`config.mk`:
```
export PLATFORM = sky130hd
export DESIGN_NAME = reg_dump_ctrl
export DESIGN_NICKNAME = d
export VERILOG_FILES = /design/src/rtl/reg_dump_ctrl.sv
export SDC_FILE = /design/constraint.sdc
export NUM_CORES = 1
export LEC_CHECK = 0
export CAP_MARGIN = 10
export CORE_UTILIZATION = 39
export CTS_CLUSTER_SIZE = 20
export DETAILED_ROUTE_END_ITERATION = 7
export HOLD_SLACK_MARGIN = 0.03
export MAX_ROUTING_LAYER = met4
export PLACE_DENSITY = 0.81
export SYNTH_ARGS = -nofsm -noshare
export SYNTH_HDL_FRONTEND = slang
export SYNTH_SLANG_ARGS = --single-unit
```
`constraint.sdc`:
```
create_clock -name clk -period 1.7 [get_ports clk]
set_input_delay 0.51 -clock clk [delete_from_list [all_inputs] [get_ports clk]]
set_output_delay 0.51 -clock clk [all_outputs]
set_load 0.02 [all_outputs]
```
`src/rtl/reg_dump_ctrl.sv`:
```
// reg_dump_ctrl: debug initiator that halts the CPU and streams out every register-file entry.
//
// Operation: on start, asserts cpu_halt and waits HALT_WAIT cycles so any
// in-flight write can retire. It then sweeps rf_read_reg over the registers.
// Each value is captured in a READ cycle and offered in a SEND cycle over
// out_valid/out_ready. abort cancels a dump at any time.
//
// Ports:
//   clk, rstn       clock; asynchronous active-low reset
//   start, abort    dump request (sampled in IDLE) / synchronous cancel
//   cpu_halt        datapath freeze, high whenever not IDLE
//   rf_read_reg     register-file read address
//   rf_read_data    combinational read data for rf_read_reg
//   out_valid/out_ready/out_data/out_addr/out_last  output stream
//   busy, done      activity flag / one-cycle completion pulse
//
// Optional feature: REG_DUMP_SKIP_ZERO_EN. When it is defined, register 0 is
// skipped and the sweep starts at address 1.
module reg_dump_ctrl #(
  parameter int NUM_REGS  = 32,
  parameter int ADDR_W    = 5,
  parameter int HALT_WAIT = 2
) (
  input  logic              clk,
  input  logic              rstn,
  input  logic              start,
  input  logic              abort,
  output logic              cpu_halt,
  output logic [ADDR_W-1:0] rf_read_reg,
  input  logic [31:0]       rf_read_data,
  output logic              out_valid,
  input  logic              out_ready,
  output logic [31:0]       out_data,
  output logic [ADDR_W-1:0] out_addr,
  output logic              out_last,
  output logic              busy,
  output logic              done
);

  typedef enum logic [2:0] {
    IDLE,
    HALT,
    READ,
    SEND,
    DONE
  } state_e;

`ifdef REG_DUMP_SKIP_ZERO_EN
  localparam logic [ADDR_W-1:0] FIRST_ADDR = ADDR_W'(1);
`else
  localparam logic [ADDR_W-1:0] FIRST_ADDR = '0;
`endif
  localparam logic [ADDR_W-1:0] LAST_ADDR = ADDR_W'(NUM_REGS - 1);
  localparam logic [ADDR_W-1:0] ADDR_ONE  = ADDR_W'(1);
  localparam logic [3:0]        WAIT_INIT = 4'(HALT_WAIT - 1);

  state_e             state_q, state_d;
  logic [ADDR_W-1:0]  addr_q, addr_d;
  logic [3:0]         wait_q, wait_d;
  logic [31:0]        data_q, data_d;
  logic [ADDR_W-1:0]  oaddr_q, oaddr_d;
  logic               last_q, last_d;

  always_comb begin
    state_d = state_q;
    addr_d  = addr_q;
    wait_d  = wait_q;
    data_d  = data_q;
    oaddr_d = oaddr_q;
    last_d  = last_q;

    case (state_q)
      IDLE: begin
        addr_d = '0;
        if (start) begin
          state_d = HALT;
          wait_d  = WAIT_INIT;
        end
      end
      HALT: begin
        if (wait_q == '0) begin
          state_d = READ;
          addr_d  = FIRST_ADDR;
        end else begin
          wait_d = wait_q - 4'd1;
        end
      end
      READ: begin
        data_d  = rf_read_data;
        oaddr_d = addr_q;
        last_d  = (addr_q == LAST_ADDR);
        state_d = SEND;
      end
      SEND: begin
        if (out_ready) begin
          if (last_q) begin
            state_d = DONE;
          end else begin
            addr_d  = addr_q + ADDR_ONE;
            state_d = READ;
          end
        end
      end
      DONE: begin
        state_d = IDLE;
        addr_d  = '0;
      end
      default: begin
        state_d = IDLE;
        addr_d  = '0;
      end
    endcase

    // abort overrides every transition, including a start seen in IDLE.
    if (abort) begin
      state_d = IDLE;
      addr_d  = '0;
      wait_d  = '0;
    end
  end

  always_ff @(posedge clk or negedge rstn) begin
    if (!rstn) begin
      state_q <= IDLE;
      addr_q  <= '0;
      wait_q  <= '0;
      data_q  <= '0;
      oaddr_q <= '0;
      last_q  <= 1'b0;
    end else begin
      state_q <= state_d;
      addr_q  <= addr_d;
      wait_q  <= wait_d;
      data_q  <= data_d;
      oaddr_q <= oaddr_d;
      last_q  <= last_d;
    end
  end

  assign cpu_halt    = (state_q != IDLE);
  assign busy        = (state_q != IDLE);
  assign out_valid   = (state_q == SEND);
  assign done        = (state_q == DONE);
  assign rf_read_reg = addr_q;
  assign out_data    = data_q;
  assign out_addr    = oaddr_q;
  assign out_last    = last_q;

endmodule

```
# --- Word level (Yosys, flattened, before mapping) ---
# Cells that the tools add are included.
totals:
  output_inout_bits: 47
  mem_bits_rw: 0
  inputBits: 37
  mem_count: 0
  regBits: 50
  latchBits: 0
  rom_bits: 0
op_classes:
  shift: 0
  n_bitwise: 0
  n_mux: 15
  eq_ne: 11
  n_lt_le_gt_ge: 0
  div: 0
  n_reduce_logical: 7
  mul: 0
  addsub: 2
ops:
  columns: ["operator", "count"]
  rows:
  - ["2-to-1 mux 5 bit", 4]
  - ["2-to-1 mux 3 bit", 5]
  - ["case mux 5 bit (3 select lines)", 1]
  - ["2-to-1 mux 4 bit", 3]
  - ["!= test 3 bit (second input constant)", 4]
  - ["case mux 3 bit (4 select lines)", 1]
  - ["case mux 4 bit (2 select lines)", 1]
  - ["equality test 3 x 2 -> 1 bit (second input constant)", 2]
  - ["AND reduction 3 bit", 2]
  - ["nonzero test 3 bit", 2]
  - ["adder 5 x 1 -> 5 bit (second input constant)", 1]
  - ["equality test 5 bit (second input constant)", 1]
  - ["logical NOT 4 bit", 1]
  - ["AND reduction 4 bit", 1]
  - ["subtractor 4 x 1 -> 4 bit (second input constant)", 1]
  - ["equality test 3 x 1 -> 1 bit (second input constant)", 1]
  - ["equality test 3 bit (second input constant)", 1]
  - ["logical NOT 3 bit", 1]
  - ["!= test 3 x 2 -> 1 bit (second input constant)", 1]
  - ["!= test 2 bit (second input constant)", 1]

# --- Logic depth before layout (Yosys ltp) ---
# Gate-level depths: netlist (run 1).
logic_depth:
  depth_word: 5
  mapped_depth: 6
  mapped_depth_nobuf: 6

# --- Worst setup path after synthesis (run 1) ---
# OpenSTA, ideal clock, no wires.
synth_timing:
  path_kind: "register to output"
  from: "reg state_q[0]"
  to: "out cpu_halt"
  path_slack_ns: -0.113
  path_stages_with_launch: 4
  arrival_time_ns: 1.303
  n_path_buf: 2
  cell_sequence: "dfrtp_1 -> clkbuf_1 -> or3_1 -> buf_4"
synth_via:
  elab_chain_len: 1
synth_rtl:
  columns: ["item", "line", "rtl"]
  rows:
  - ["start: declaration", "57", "state_e state_q, state_d;"]
  - ["start signal: assignment", "131", "state_q <= state_d;"]
  - ["nonzero test 3 bit", null, null]
  - ["end: declaration", "28", "output logic cpu_halt,"]
# Every way passes these cells.

# --- Worst setup path after layout (run 1) ---
layout_timing:
  from: "reg state_q[0]"
  to: "out cpu_halt"
layout_via:
  elab_chain_len: 1
layout_rtl:
  columns: ["item", "line", "rtl"]
  rows:
  - ["nonzero test 3 bit", "140", "assign cpu_halt = (state_q != IDLE);"]
# Every way passes these cells.

==> results.md, run 1 <==
* Power share of the sequential group at 36.5%
* Count of final hold-check violations at 0
* Synth warnings at 0
* Bufs on Longest Clock Path at 2
* Final Max Slew Viols at 0
* CTS tree: done
* Number of synthesized flops with an enable pin at 0
* Most common flop cell mapped by yosys: dfrtp_1
* Clk root buf: clkbuf_8
* Number of flip-flops in the largest register at 32
* Synth-to-Final Area Change at 56.17%
* Ys async rst share at 100.0%
* Via count at 1628
* Port bufs at 83
* Crit path launch type: flip-flop
* CP Class: flip-flop to primary output
* Post-Synth Adder-Cell Area at 2.328%
* Most frequent cells after synthesis: 50 x dfrtp_1, 39 x mux2_2, 5 x nor2_1
* Final net count at 302
* Top cells by area, synth: dfrtp_1 58%, mux2_2 20%, ha_1 2.3%, a22o_2 1.4%, nor3b_1 1.4%
* DRT antenna net count at 0
* CTS Buf Count at 5
* Largest family of logic cells by synthesized area: multiplexers
* Cell count after synthesis at 156
* Slew Limit Headroom at 78.86%
* I/O Pins at 84
* DRC at 0
* CP endpoint kind: primary output
* Row cnt at 26
* Placed Area at 3166 sq um
* Post-synthesis cell area at 2150 sq um
* Post-DP HPWL at 3169 um
* Placer Congestion at 0.8130
* WL/cell at 14.64 um
* Hold WS at 177.8 ps
* Pre-antenna DRT Iters at 4
* Clock latency on the worst-skew pair at 300 ps
* IR drop worst, VDD at 0.0009702 V
* # setup viols final at 3
* Pint at 0.003214 W
* Syn_area_per_cell at 13.78 sq um
* Switching share of power at 35.40%
* First-pass GRT wire length at 7872 um
* Initial core utilization at 41.30%
* Failing checks: negative setup slack
* Final WS setup at -78.90 ps
* Synth Area in Compound Gates at 7.218%
* P_sw at 0.001761 W
* Worst Path Max Fanout at 4
* Yosys cell types at 35
* Area share of the largest cell type after synthesis at 58.21%
* Leading area contributor after synthesis: dfrtp_1
* Remaining Overflow, GRT at 0
* Initial antenna violation count at 0
* # diodes at 0
* Die area at 5813 sq um
* DRT iter0 DRCs at 93
* RSZ-0062 raised after global routing: yes
* Post-Synth XOR/XNOR Area at 0%
* Worst slew pin tran at 314.7 ps
* Post-synthesis mux area share at 21.13%
* Worst EP required at 1190 ps
* Crit path time final at 1779 ps
* Combinational power share at 46.7%
* Cts hold-fix bufs at 0
* Worst Skew at 9.368 ps
* Pwr Density at 1482 nW/um^2
* Die height at 76.24 um
* Clock share of power at 16.8%
* Simple-gate share of the synthesized area at 8.324%
* Fillers at 450
* LEAKAGE at 1.604 nW
* Critical path arrival at 1270 ps
* Level count of the clock H-tree at 2
* Setup Slack @ Placement at -207.4 ps
* Worst-path clk slew at 100 ps
* Total Power at 0.004975 W
* Max-cap violations at 0
* Share of cells above drive strength 1 at 34.73%
* FMAX at 0.5621 GHz
* Status: finished with violations
* DR vias/cell at 4.904
* Yosys reg bits at 50
* Most common cell in the netlist: dfrtp_1
* Largest net degree at the start of global routing at 51
* Min-Delay Path Class: input port to async pin
* Die W at 76.24 um
* Final core occ at 64.50%
* Tot GR Track Use at 17.61%
* Register area share after synthesis at 58.21%
* Tcrit/Tclk final at 104.6%
* Core Region at 5205 sq um
* Mapped Nets at 197
* Vias in the first global route at 1682
* Post-Route WL at 4860 um
* Clk sinks at 50
* R2R Setup Slk at -10 ps
* Final instance area at 3357 sq um
worst paths after layout:
path                              startpoint              to  cells after the start
worst max-delay path              state_q[0]        cpu_halt                      2
worst min-delay path                    rstn        out_last                      2
worst max register to register     wait_q[1]  rf_read_reg[2]                      6
worst min register to register  out_data[24]    out_data[24]                      1
max in group asynchronous               rstn       wait_q[2]                      2
min in group clk                out_data[24]    out_data[24]                      1
timing repair:
| item | in CTS | in global routing |
|---|---|---|
| gates resized for setup | 69 | 11 |
| pin swaps | 4 | 2 |
| gates cloned | 0 | 2 |
| endpoints found under the setup margin | 49 | 45 |
| setup buffers | 5 | 2 |
| endpoints found under the hold margin | 0 | 0 |
cell type report:
cell class / instances / area, sq um / share of cell area [%]
clock inverters: 2 / 37.54 / 1.118
well taps: 70 / 87.58 / 2.609
multi-input cells: 94 / 908.4 / 27.06
repair buffers: 106 / 984.7 / 29.33
flip-flops and latches: 50 / 1251 / 37.27
clock buffers: 6 / 72.57 / 2.162
inverters: 4 / 15.01 / 0.4473
power groups by stage:
stage          logic (W)  registers (W)  clock network (W)
2_1_floorplan   0.000814        0.00234                  0
3_3_place_gp     0.00243        0.00183                  0
3_5_place_dp     0.00246        0.00185                  0
4_1_cts          0.00225        0.00182           0.000853
5_1_grt          0.00249        0.00188           0.000911
6_report         0.00232        0.00182           0.000836
stage by stage:
step / cells / TNS, ps
after floorplan: 156 / 0
after global placement: 316 / -1602
after detailed placement: 316 / -1780
after CTS: 329 / -141.3
after global routing: 332 / -412.4
final: 332 / -138.8
metal layers:
layer / wire, um / part of all wire (%) / GRT usage, %
met1: 2149 / 44 / 22.01
met2: 2340 / 48 / 27.84
met4: 48 / 0.99 / 4.615
met5: 0 / 0 / -
met3: 321 / 6.6 / 5.389
worst max-delay path, cell delays in order (launching register included):
cell and delay [ps]:
dfrtp_1 420, or3_4 390, buf_2 170
cell families after synthesis:
logic type / count (synthesis)
flip-flops: 50
multiplexers: 40
AND/OR/NAND/NOR: 29
AO/OA/AOI/OAI: 21
buffers and inverters: 12
adder cells (fa/ha/maj): 4
cell usage in the layout (no fill, tap or decap), types with 3 or more instances in the layout:
master           Yosys  layout
nor3_1               3       3
clkdlybuf4s50_1      0      35
a21oi_1              4       4
dfrtp_1             50      50
nor2_1               5       4
nand2_1              3       3
a22o_2               3       3
buf_4                3      17
clkbuf_8             0       5
o21ai_0              3       3
dlygate4sd2_1        0      43
mux2_2              39      38
buf_6                0       4
buf_2                3       4
Power figures use the tool's default switching activity.
==> run 2: changes to the inputs <==
- CTS_CLUSTER_SIZE: 20 -> not set
==> results of run 2 <==
The final DEF is identical to that of run 1; final timing and power are the same.
